[config.mk]
export PLATFORM = sky130hd
export DESIGN_NAME = lsu_mem_initiator
export DESIGN_NICKNAME = d
export VERILOG_FILES = /design/src/rtl/lsu_mem_initiator.sv
export SDC_FILE = /design/constraint.sdc
export NUM_CORES = 1
export LEC_CHECK = 0
export BUFFER_PORTS_ARGS = -buffer_cell sky130_fd_sc_hd__buf_2
export CAP_MARGIN = 40
export CORE_MARGIN = 2
export CORE_UTILIZATION = 52
export DETAILED_ROUTE_END_ITERATION = 6
export PLACE_DENSITY = 0.86
export SLEW_MARGIN = 40
export SYNTH_ARGS = -nofsm -noshare
export SYNTH_HDL_FRONTEND = slang
export SYNTH_SLANG_ARGS = --single-unit
export TNS_END_PERCENT = 50
[constraint.sdc]
create_clock -name clk -period 4.7 [get_ports clk]
set_clock_uncertainty 0.05 [all_clocks]
set_input_delay 0.235 -clock clk [delete_from_list [all_inputs] [get_ports clk]]
set_output_delay 0.235 -clock clk [all_outputs]
set_load 0.02 [all_outputs]
[src/rtl/lsu_mem_initiator.sv]
// Load/store initiator between the MEM stage and a word-addressed data memory.
// Optional macro LSU_ALIGN_CHECK_EN: report misalignment/illegal size instead of forcing alignment.
module lsu_mem_initiator #(
    parameter int DATA_WIDTH = 32,
    parameter int ADDR_WIDTH = 32,
    parameter int NUM_WORDS  = 128
) (
    input  logic                  clk,
    input  logic                  rst_n,
    input  logic                  req_valid,
    output logic                  req_ready,
    input  logic                  req_we,
    input  logic [ADDR_WIDTH-1:0] req_addr,
    input  logic [1:0]            req_size,
    input  logic                  req_unsigned,
    input  logic [DATA_WIDTH-1:0] req_wdata,
    output logic                  resp_valid,
    output logic [DATA_WIDTH-1:0] resp_rdata,
    output logic                  resp_err,
    output logic                  mem_ren,
    output logic [ADDR_WIDTH-1:0] mem_raddr,
    input  logic [DATA_WIDTH-1:0] mem_rdata,
    output logic                  mem_wen,
    output logic [ADDR_WIDTH-1:0] mem_waddr,
    output logic [DATA_WIDTH-1:0] mem_wdata
);

    typedef enum logic [2:0] {IDLE, RD, RDW, WR, RESP} state_t;

    localparam logic [ADDR_WIDTH-1:0] NUM_WORDS_W = ADDR_WIDTH'(NUM_WORDS);

    state_t                  state, state_nx;
    logic                    we_q, uns_q, err_q;
    logic [1:0]              size_q;
    logic [ADDR_WIDTH-1:0]   addr_q;
    logic [DATA_WIDTH-1:0]   word_q, rdata_q;

    logic [1:0]              eff_size;
    logic [ADDR_WIDTH-1:0]   eff_addr;
    logic                    align_err, range_err, req_err;
    logic [4:0]              sh_b, sh_h;
    logic [7:0]              byte_v;
    logic [15:0]             half_v;
    logic [DATA_WIDTH-1:0]   load_v, merged;

    // Request decode: alignment policy and range check on the incoming request.
    always_comb begin
        eff_size = req_size;
        eff_addr = req_addr;
`ifdef LSU_ALIGN_CHECK_EN
        align_err = (req_size == 2'b11) ||
                    (req_size == 2'b01 && req_addr[0]) ||
                    (req_size == 2'b10 && req_addr[1:0] != 2'b00);
`else
        align_err = 1'b0;
        if (req_size == 2'b11) eff_size = 2'b10;
        if (eff_size == 2'b01)      eff_addr[0]   = 1'b0;
        else if (eff_size == 2'b10) eff_addr[1:0] = 2'b00;
`endif
        range_err = {2'b00, req_addr[ADDR_WIDTH-1:2]} >= NUM_WORDS_W;
        req_err   = align_err || range_err;
    end

    // Lane extraction for loads and lane merge for sub-word stores.
    always_comb begin
        sh_b   = {addr_q[1:0], 3'b000};
        sh_h   = {addr_q[1], 4'b0000};
        byte_v = 8'(mem_rdata >> sh_b);
        half_v = 16'(mem_rdata >> sh_h);
        case (size_q)
            2'b00:   load_v = uns_q ? {{(DATA_WIDTH-8){1'b0}}, byte_v}
                                    : {{(DATA_WIDTH-8){byte_v[7]}}, byte_v};
            2'b01:   load_v = uns_q ? {{(DATA_WIDTH-16){1'b0}}, half_v}
                                    : {{(DATA_WIDTH-16){half_v[15]}}, half_v};
            default: load_v = mem_rdata;
        endcase
        case (size_q)
            2'b00:   merged = (mem_rdata & ~(DATA_WIDTH'(8'hFF) << sh_b)) |
                              (DATA_WIDTH'(word_q[7:0]) << sh_b);
            2'b01:   merged = (mem_rdata & ~(DATA_WIDTH'(16'hFFFF) << sh_h)) |
                              (DATA_WIDTH'(word_q[15:0]) << sh_h);
            default: merged = word_q;
        endcase
    end

    // Handshake: a request is taken on a rising edge with req_valid && req_ready;
    // req_ready is high only in IDLE, responses are single-cycle with no backpressure.
    always_comb begin
        state_nx   = state;
        req_ready  = 1'b0;
        mem_ren    = 1'b0;
        mem_wen    = 1'b0;
        resp_valid = 1'b0;
        case (state)
            IDLE: begin
                req_ready = 1'b1;
                if (req_valid) begin
                    if (req_err)                            state_nx = RESP;
                    else if (!req_we || eff_size != 2'b10)  state_nx = RD;
                    else                                    state_nx = WR;
                end
            end
            RD: begin
                mem_ren  = rst_n;
                state_nx = RDW;
            end
            RDW:  state_nx = we_q ? WR : RESP;
            WR: begin
                mem_wen  = rst_n;
                state_nx = RESP;
            end
            RESP: begin
                resp_valid = rst_n;
                state_nx   = IDLE;
            end
            default: state_nx = IDLE;
        endcase
    end

    always_ff @(posedge clk) begin
        if (!rst_n) begin
            state   <= IDLE;
            we_q    <= 1'b0;
            uns_q   <= 1'b0;
            err_q   <= 1'b0;
            size_q  <= 2'b00;
            addr_q  <= '0;
            word_q  <= '0;
            rdata_q <= '0;
        end else begin
            state <= state_nx;
            if (state == IDLE && req_valid) begin
                we_q   <= req_we;
                uns_q  <= req_unsigned;
                err_q  <= req_err;
                size_q <= eff_size;
                addr_q <= eff_addr;
                word_q <= req_wdata;
            end
            if (state == RDW && we_q) word_q <= merged;
            // Response data changes only when a new response is about to be presented.
            if (state_nx == RESP)
                rdata_q <= (state == RDW && !we_q) ? load_v : '0;
        end
    end

    assign resp_err   = (state == RESP) && err_q;
    assign resp_rdata = rdata_q;
    assign mem_raddr  = {2'b00, addr_q[ADDR_WIDTH-1:2]};
    assign mem_waddr  = {2'b00, addr_q[ADDR_WIDTH-1:2]};
    assign mem_wdata  = word_q;

endmodule

# After elaboration in Yosys (flattened, before gate mapping)
# Cells that the tools add are included.
[totals] output_inout_bits=133 inputBits=103 wordCells=63 register_bits=104
[op_classes] n_lt_le_gt_ge=1 bitwise=6 n_reduce_logical=11 n_shift=6 n_eq_ne=11 muxes=20
[ops] cell="two-way mux 32 bit" count=5
[ops] cell="case mux 32 bit (2 select lines)" count=2
[ops] cell="bitwise AND 32 bit" count=2
[ops] cell="inverter 32 bit" count=2
[ops] cell="bitwise OR 32 bit" count=2
[ops] cell="left shift 16 x 5 -> 32 bit" count=1
[ops] cell="left shift 16 x 5 -> 32 bit (first input constant)" count=1
[ops] cell="left shift 8 x 5 -> 32 bit" count=1
[ops] cell="left shift 8 x 5 -> 32 bit (first input constant)" count=1
[ops] cell="right shift 32 x 5 -> 16 bit" count=1
[ops] cell="right shift 32 x 5 -> 8 bit" count=1
[ops] cell="greater-or-equal comparator 30 x 8 -> 1 bit (second input constant)" count=1
[ops] cell="case mux 3 bit (4 select lines)" count=1
[ops] cell="two-way mux 3 bit" count=3
[ops] cell="equality test 3 x 2 -> 1 bit (second input constant)" count=2
[ops] cell="equality test 3 bit (second input constant)" count=2
[ops] cell="two-way mux 1 bit" count=6
[ops] cell="two-way mux 2 bit" count=3
[ops] cell="equality test 2 x 1 -> 1 bit (second input constant)" count=2
[ops] cell="equality test 2 bit (second input constant)" count=2
[ops] cell="logical AND 1 bit" count=4
[ops] cell="equality test 3 x 1 -> 1 bit (second input constant)" count=1
[ops] cell="zero test 3 bit" count=1
[ops] cell="inequality test 3 x 1 -> 1 bit (second input constant)" count=1
[ops] cell="other kinds (6)" count=7

# Depth between registers and ports, before layout
# Gate-level depths: netlist (run 1).
[depth] ltp_word=9 depth_mapped=8 ltp_nobuf=5

# Least setup slack after synthesis (run 1)
# Ideal clock, no wire load.
[synth_path] path_type="reg2reg" startpoint="register we_q" endpoint="register (tool-made name)" path_slack_ns=3.086 required_ns=4.527 n_path_buf=2 period_less_slack_ns=1.614 stages_incl_launch_ff=7 setup_ns=0.123 t_arrival_ns=1.441 path_cell_list="dfxtp_1 -> nand4bb_1 -> buf_2 -> or3_4 -> nand3_2 -> buf_2 -> o21ai_0"
[synth_rtl] item="start: declaration" line="33" source="logic we_q, uns_q, err_q;"
[synth_rtl] item="start signal: assignment" line="133" source="we_q <= req_we;"

==> metrics.txt, run 1 <==
CP startpoint kind flip-flop; HP Class input port to flip-flop; Synth Flop Type dfxtp_1; DIE WIDTH 107 µm; Non-Filler Instances 955; minimum clock period 2.44 ns; area added between synthesis and finish 16.6%; CTS buffer count 9; die area 0.0114 mm²; post-route ant nets 0; global-route wire length before repair 24,400 µm; status finished, final reports clean; CTS H-tree lvls 3; post-synthesis register bit count 104; initial antenna violation count 0; DP HPWL 11,800 µm; Final Max Tran Viols 0; synth warn 0; Post-CTS Setup Inserts 0; sequential fraction of the synthesis area 37.9%; DR iter-0 viols 515; Crit Path Max Fanout 16; Mapped Area 0.00550 mm²; clock tree root buffer cell clkbuf_8; DRT Pass-1 Iters 6; vias in the first global route 4,766; Leakage Power 3.04 nW; IO Port Bufs 231; gr usage total 26.8%; critical-path cell list nand3b_2 > a211oi_2 > nand3_2 > o31ai_1; Routed WL 15,900 µm; Worst Path Arrival 2.67 ns; largest net degree at the start of global routing 70; slew margin rel. 45.4%; Final period util 52.0%; Synth cell types 53; worst path required time 4.93 ns; n_diodes 0; final instance area 0.00641 mm²; CTS max path bufs 2; critical path's slowest cell a211oi_2; final setup fails 0; Worst-Skew Late Latency 0.37 ns; Peak Freq 409 MHz; Crit. End Element flip-flop; Peak VDD IR 0.000178 V; DP Area 0.00620 mm²; CTS sink count 104; WL per Instance 16.7 µm; remaining global-route overflow 0; Site Rows 37; Die Height 107 µm; final hold slack 0.0670 ns; slew at the pin with the worst max-slew slack 0.818 ns; Final Hold Vio Count 0; vias per inst 5.63; Synth async-reset ratio 0%; via count 5,374; Mean Syn Cell Area 8.12 µm²; IO Count 236; share of cells above drive strength 1 33.2%; CTS tree done; placed insts 941; Cells after Synth 677; worst setup path category flip-flop to flip-flop; max-cap violations 0; sum of buffers and inverters on the critical path 0; fin nets 919; # fillers 927; CP top delay family compound AO/OA/AOI/OAI gates; Post-synth EDFFs 0; setup TNS 0 ns; # DRC 0; CTS Hold Bufs 0; core area 0.0103 mm²; Clock Pin Slew Worst Setup and Hold Paths 0.10 ns; RSZ-0062 raised after global routing no; PD cells 295 mW/mm²; global placer's final weighted congestion 0.913; Initial Util 53.5%; cts repair resizes 0; Max stage delay on crit path 0.73 ns
-- cell usage after synthesis (all sizes together), types with 15 or more instances --
cell type,count,area share [%]
buf,89,11
clkbuf,25,1.7
a21boi,37,5.1
nand3,16,1.5
a21oi,25,2.3
nand2,128,8.8
dfxtp,104,38
a221oi,23,3.7
o2bb2ai,22,3.5
nor2,37,2.5
o211ai,15,2.1
o21ai,38,3.5
-- final timing paths --
kind             startpoint             end  slack (ns)  cells past startpoint
min             req_addr[8]       addr_q[8]        0.07                      3
max                state[1]       flip-flop        2.26                      4
min reg2reg  resp_rdata[26]  resp_rdata[26]        0.41                      1
max reg2reg        state[1]       flip-flop        2.26                      4
-- cell families (layout without fill, tap and decap cells) --
logic type / Yosys count / count (layout) / synth area share [%]
AOI/OAI and AO/OA: 220 / 220 / 29.2
and+or+nand+nor: 217 / 217 / 17.4
buffers and inverters: 124 / 263 / 13.5
DFF: 104 / 104 / 37.9
muxes: 11 / 11 / 2.02
other: 1 / 4 / 0.0682
-- report_power, final --
group	switching, mW	total [mW]	internal, mW
registers	0.0354	0.953	0.918
logic	0.217	0.340	0.123
clock network	0.304	0.600	0.295
-- per-layer routing --
metal / GRT usage, % / vias to the layer above / routed length [µm]
li1: - / 2608 / -
met1: 38.3 / 2426 / 6810
met2: 40.9 / 305 / 7240
met3: 5.11 / 35 / 1560
met4: 8.53 / 0 / 319
met5: 0 / - / 0
-- tightest hold or removal path: stages --
cell	delay, ns
buf_2	0.10
nand2_1	0.04
a21boi_0	0.06
-- cell usage in the layout (no fill, tap or decap), types with 8 or more instances in the layout --
master       n
buf_2      231
dfxtp_1    104
mux2i_1     10
o211ai_1    14
nand2_1    127
a22oi_1      9
o2bb2ai_1   22
clkbuf_8     9
a21oi_1     25
nand2b_1     8
a21o_1      11
a21boi_0    36
a221oi_1    23
nor2_1      36
a211oi_1    10
o31ai_1      8
buf_4        8
inv_1       10
o21ai_0     33
nand3_1     15
-- through the flow --
step                utilization, %  worst slack (ns)  power (mW)
global route                  62.4              2.04        1.97
detailed placement            60.3              2.29        1.31
finish                        62.4              2.26        1.89
global placement              60.3              2.29        1.31
CTS                           62.3              2.27        1.90
floorplan                        -              3.09        1.21
-- cell type report --
cell class	count	area [µm²]	share of cell area (%)
flip-flops and latches	104	2080	32.5
clock buffers	9	124	1.93
well taps	136	170	2.65
inverters	10	37.5	0.585
multi-input cells	452	2700	42.1
repair buffers	239	1220	19.0
clock inverters	5	83.8	1.31
Note: power is estimated with default switching activity, not from simulation.
==> inputs of run 2 (changes only) <==
Settings changed: CORE_UTILIZATION 52 to 44, PLACE_DENSITY 0.86 to 0.78.
Clock period 4.7 ns to 2.2 ns, I/O delays scaled along.
==> metrics.txt, run 2 (synthesis results as in run 1) <==
via count 5,725 (+6.5%); # DRC 0 (unchanged); Peak VDD IR 0.000518 V (+190%); clock tree root buffer cell clkbuf_16; DR iter-0 viols 520 (+0.97%); PD cells 634 mW/mm² (+110%); vias per inst 5.47 (-2.8%); commonest non-fill, non-tap cell in the layout buf_2; status finished, final reports clean; CTS tree done; Final Hold Vio Count 0 (unchanged); IO Count 236 (unchanged); fin nets 977 (+6.3%); DIE WIDTH 116 µm (+8.4%); die area 0.0134 mm² (+17%); n_diodes 0 (unchanged); Peak Freq 488 MHz (+19%); initial antenna violation count 0 (unchanged); Worst-Skew Late Latency 0.36 ns (about the same); remaining global-route overflow 0 (unchanged); Routed WL 17,600 µm (+10%); Worst Path Arrival 2.24 ns (-0.43 ns); vias in the first global route 5,144 (+7.9%); CTS buffer count 9 (unchanged); Die Height 116 µm (+8.4%); share of cells above drive strength 1 33.3% (+0.12 points); Initial Util 45.4% (-8.1 points); Final period util 93.1% (+41 points); worst path required time 2.39 ns (-2.54 ns); global placer's final weighted congestion 0.877 (-3.9%); max-cap violations 0 (unchanged); slew margin rel. 47.8% (+2.5 points); CTS max path bufs 2 (unchanged); largest net degree at the start of global routing 38 (-46%); slew at the pin with the worst max-slew slack 0.782 ns (-0.0355 ns); R2R depth 9 (+5); Crit. End Element flip-flop; DRT Pass-1 Iters 6 (unchanged); WL per Instance 16.8 µm (+0.55%); Leakage Power 3.35 nW (+10%); area added between synthesis and finish 29.2%; DP HPWL 12,500 µm (+5.6%); Site Rows 40 (+8.1%); global-route wire length before repair 26,600 µm (+9.0%); CTS H-tree lvls 3 (unchanged); gr usage total 25.5% (-1.3 points); RSZ-0062 raised after global routing no; final setup fails 0 (unchanged); Clock Pin Slew Worst Setup and Hold Paths 0.07 ns (-0.03 ns); worst setup path category flip-flop to flip-flop; hold depth 3 (unchanged); final hold slack 0.0125 ns (-0.0545 ns); CTS sink count 104 (unchanged); post-route ant nets 0 (unchanged); HP Class input port to flip-flop; minimum clock period 2.05 ns (-0.396 ns); core area 0.0121 mm² (+18%); Crit Path Max Fanout 15 (-1); setup TNS 0 ns (unchanged); Final Max Tran Viols 0 (unchanged); IO Port Bufs 231 (unchanged); CP startpoint kind flip-flop; commonest non-fill, non-tap cells in the layout buf_2 (231), nand2_1 (127), dfxtp_1 (101)
==> run 2: final cells by class <==
cell class	instances	area, µm²
Fill cell	1113	5010
Timing Repair Buffer	297	1780
Clock buffer	9	225
Sequential cell	104	2090
Inverter	10	37.5
Clock inverter	7	77.6
Tap cell	168	210
Multi-Input combinational cell	452	2690
==> run 2: per-stage QoR <==
stage | setup WS, ns | std cells | util [%] | total power [mW] | cell area [µm²]
global route | 0.00247 | 1047 | 58.7 | 4.69 | 7110
finish | 0.152 | 1047 | 58.7 | 4.50 | 7110
global placement | 0.282 | 991 | 52.7 | 2.82 | 6380
floorplan | 0.586 | 680 | - | 2.59 | 5510
detailed placement | 0.266 | 991 | 52.7 | 2.82 | 6380
CTS | 0.0266 | 1047 | 58.5 | 4.52 | 7090
==> run 2: timing repair <==
item | 4_1_cts | 5_1_grt
hold buffers | 40 | 0
setup buffers | 0 | 0
endpoints found under the setup margin | 0 | 2
endpoints found under the hold margin | 40 | 0
resized for setup | 0 | 7
==> run 2: power breakdown <==
part           internal, mW  switching (mW)
Combinational         0.326           0.497
Sequential             1.96          0.0701
Clock                 0.893           0.756
==> run 2: layer usage <==
metal,part of all wire [%],GRT usage (%)
met1,43,34.1
met5,0,0
met3,9.1,6.59
met4,2.6,8.81
met2,45,40.1
==> run 2: path summary, 6_finish.rpt <==
| path | startpoint | end | slack, ns |
|---|---|---|---|
| setup reg to reg | size_q[0] | flip-flop | 0.15 |
| hold / removal | req_wdata[4] | flip-flop | 0.01 |
| setup / recovery | size_q[0] | flip-flop | 0.15 |
| hold reg to reg | resp_rdata[7] | resp_rdata[7] | 0.41 |
==> run 2: critical path, cell delays in order, from the launching register on <==
cell and delay (ns):
dfxtp_1 0.34, buf_6 0.18, nand2b_1 0.09, buf_4 0.19, nand2_2 0.08, a21oi_1 0.06
buf_4 0.17, a22oi_1 0.13, dlygate4sd3_1 0.58, o21ai_1 0.06
==> inputs of run 3 (changes only) <==
Settings changed: CORE_ASPECT_RATIO set to 1.5.
==> metrics.txt, run 3 (synthesis results as in run 1) <==
status finished, final reports clean; Final period util 91.0% (-2.1 points); commonest non-fill, non-tap cell in the layout buf_2; share of cells above drive strength 1 33.0% (-0.35 points); final setup fails 0 (unchanged); area added between synthesis and finish 27.3%; vias per inst 5.51 (+0.70%); cts repair resizes 0 (unchanged); # fillers 1,175 (+5.6%); IO Count 236 (unchanged); worst setup path category flip-flop to flip-flop; final hold slack 0.00949 ns (-0.00303 ns); clock tree root buffer cell clkbuf_16; worst path required time 2.39 ns (about the same); die area 0.0134 mm² (+0.14%); CTS H-tree lvls 3 (unchanged); post-layout power 4.56 mW (+1.2%); commonest non-fill, non-tap cells in the layout buf_2 (231), nand2_1 (127), dfxtp_1 (104); minimum clock period 2.00 ns (-0.0468 ns); fin nets 965 (-1.2%); power share of the clock group 37.7% (+1.1 points); post-route ant nets 0 (unchanged); CTS buffer count 9 (unchanged); DR iter-0 viols 242 (-53%); n_diodes 0 (unchanged); via count 5,633 (-1.6%); Peak Freq 500 MHz (+2.3%); Initial Util 44.6% (-0.78 points); # DRC 0 (unchanged); WL per Instance 17.2 µm (+2.3%); CTS tree done; remaining global-route overflow 0 (unchanged); Site Rows 50 (+25%); slew margin rel. 49.6% (+1.7 points); Clock Pin Slew Worst Setup and Hold Paths 0.07 ns (about the same); max-cap violations 0 (unchanged); Worst Path Arrival 2.19 ns (-0.05 ns); CTS Hold Bufs 32 (-20%); setup TNS 0 ns (unchanged); Crit. End Element flip-flop; Final Max Tran Viols 0 (unchanged); DP HPWL 12,900 µm (+3.9%); Final Hold Vio Count 0 (unchanged); DRT Pass-1 Iters 4 (-2); vias in the first global route 5,259 (+2.2%); Peak VDD IR 0.000360 V (-30%); Crit Path Max Fanout 19 (+4); global placer's final weighted congestion 0.928 (+5.8%); CTS sink count 104 (unchanged); gr usage total 25.4% (-0.034 points); HP Class input port to flip-flop; Post-CTS Setup Inserts 0 (unchanged); initial antenna violation count 0 (unchanged); RSZ-0062 raised after global routing no; Routed WL 17,600 µm (about the same); slew at the pin with the worst max-slew slack 0.756 ns (-0.0262 ns); P_sw 1.27 mW (-4.1%); CTS max path bufs 2 (unchanged); Leakage Power 3.31 nW (-1.2%); Die Height 141 µm (+22%); Logic pwr share 17.8% (-0.5 points); sequential share of power 44.5% (-0.6 points); P_int 3.29 mW (+3.5%); switching share of power 27.8% (-1.6 points); PD cells 651 mW/mm² (+2.8%); global-route wire length before repair 26,400 µm (-0.70%); Worst-Skew Late Latency 0.35 ns (about the same); largest net degree at the start of global routing 69 (+82%); IO Port Bufs 231 (unchanged); DIE WIDTH 95.3 µm (-18%); core area 0.0123 mm² (+1.8%); CP startpoint kind flip-flop
-- run 3: power groups by stage --
stage	clock network (mW)	registers, mW	logic (mW)
final	1.72	2.03	0.812
after detailed placement	0	2.07	0.761
after CTS	1.76	2.03	0.808
after global routing	1.82	2.03	0.876
after global placement	0	2.07	0.753
after floorplan	0	2.10	0.487
-- run 3: per-stage QoR --
stage	instance area [µm²]	worst slack, ns	instances	util (%)
global placement	6350	0.274	975	51.5
detailed placement	6350	0.268	975	51.5
floorplan	5510	0.586	680	-
CTS	7000	0.184	1023	56.8
global route	7000	0.0445	1023	56.8
finish	7000	0.199	1023	56.8
-- run 3: area by class of cell --
type	instances	area, µm²	share of cell area [%]
tap	156	195	2.79
multi-input combinational	452	2690	38.4
inverter	10	37.5	0.536
clock buffer	13	280	4.00
clock inverter	3	47.5	0.679
sequential	104	2080	29.7
timing repair buffer	285	1670	23.8
-- run 3: final timing paths --
check,slack [ns],cells after the start,endpoint,from
setup reg to reg,0.20,4,mem_wdata[21],addr_q[0]
hold / removal,0.009,3,flip-flop,req_wdata[0]
hold reg to reg,0.40,1,resp_rdata[24],resp_rdata[24]
setup / recovery,0.20,4,mem_wdata[21],addr_q[0]
-- run 3: worst max-delay path: stages (launching register included) --
cell	delay (ns)
dfxtp_1	0.73
a21o_1	0.46
mux2i_1	0.32
a211oi_1	0.12
a31o_2	0.22
-- run 3: layer usage --
layer  track usage [%]  share of wire (%)
met1              27.2                 36
met2              44.1                 51
met3              5.34                7.6
met4              16.7                5.9
met5                 0                  0
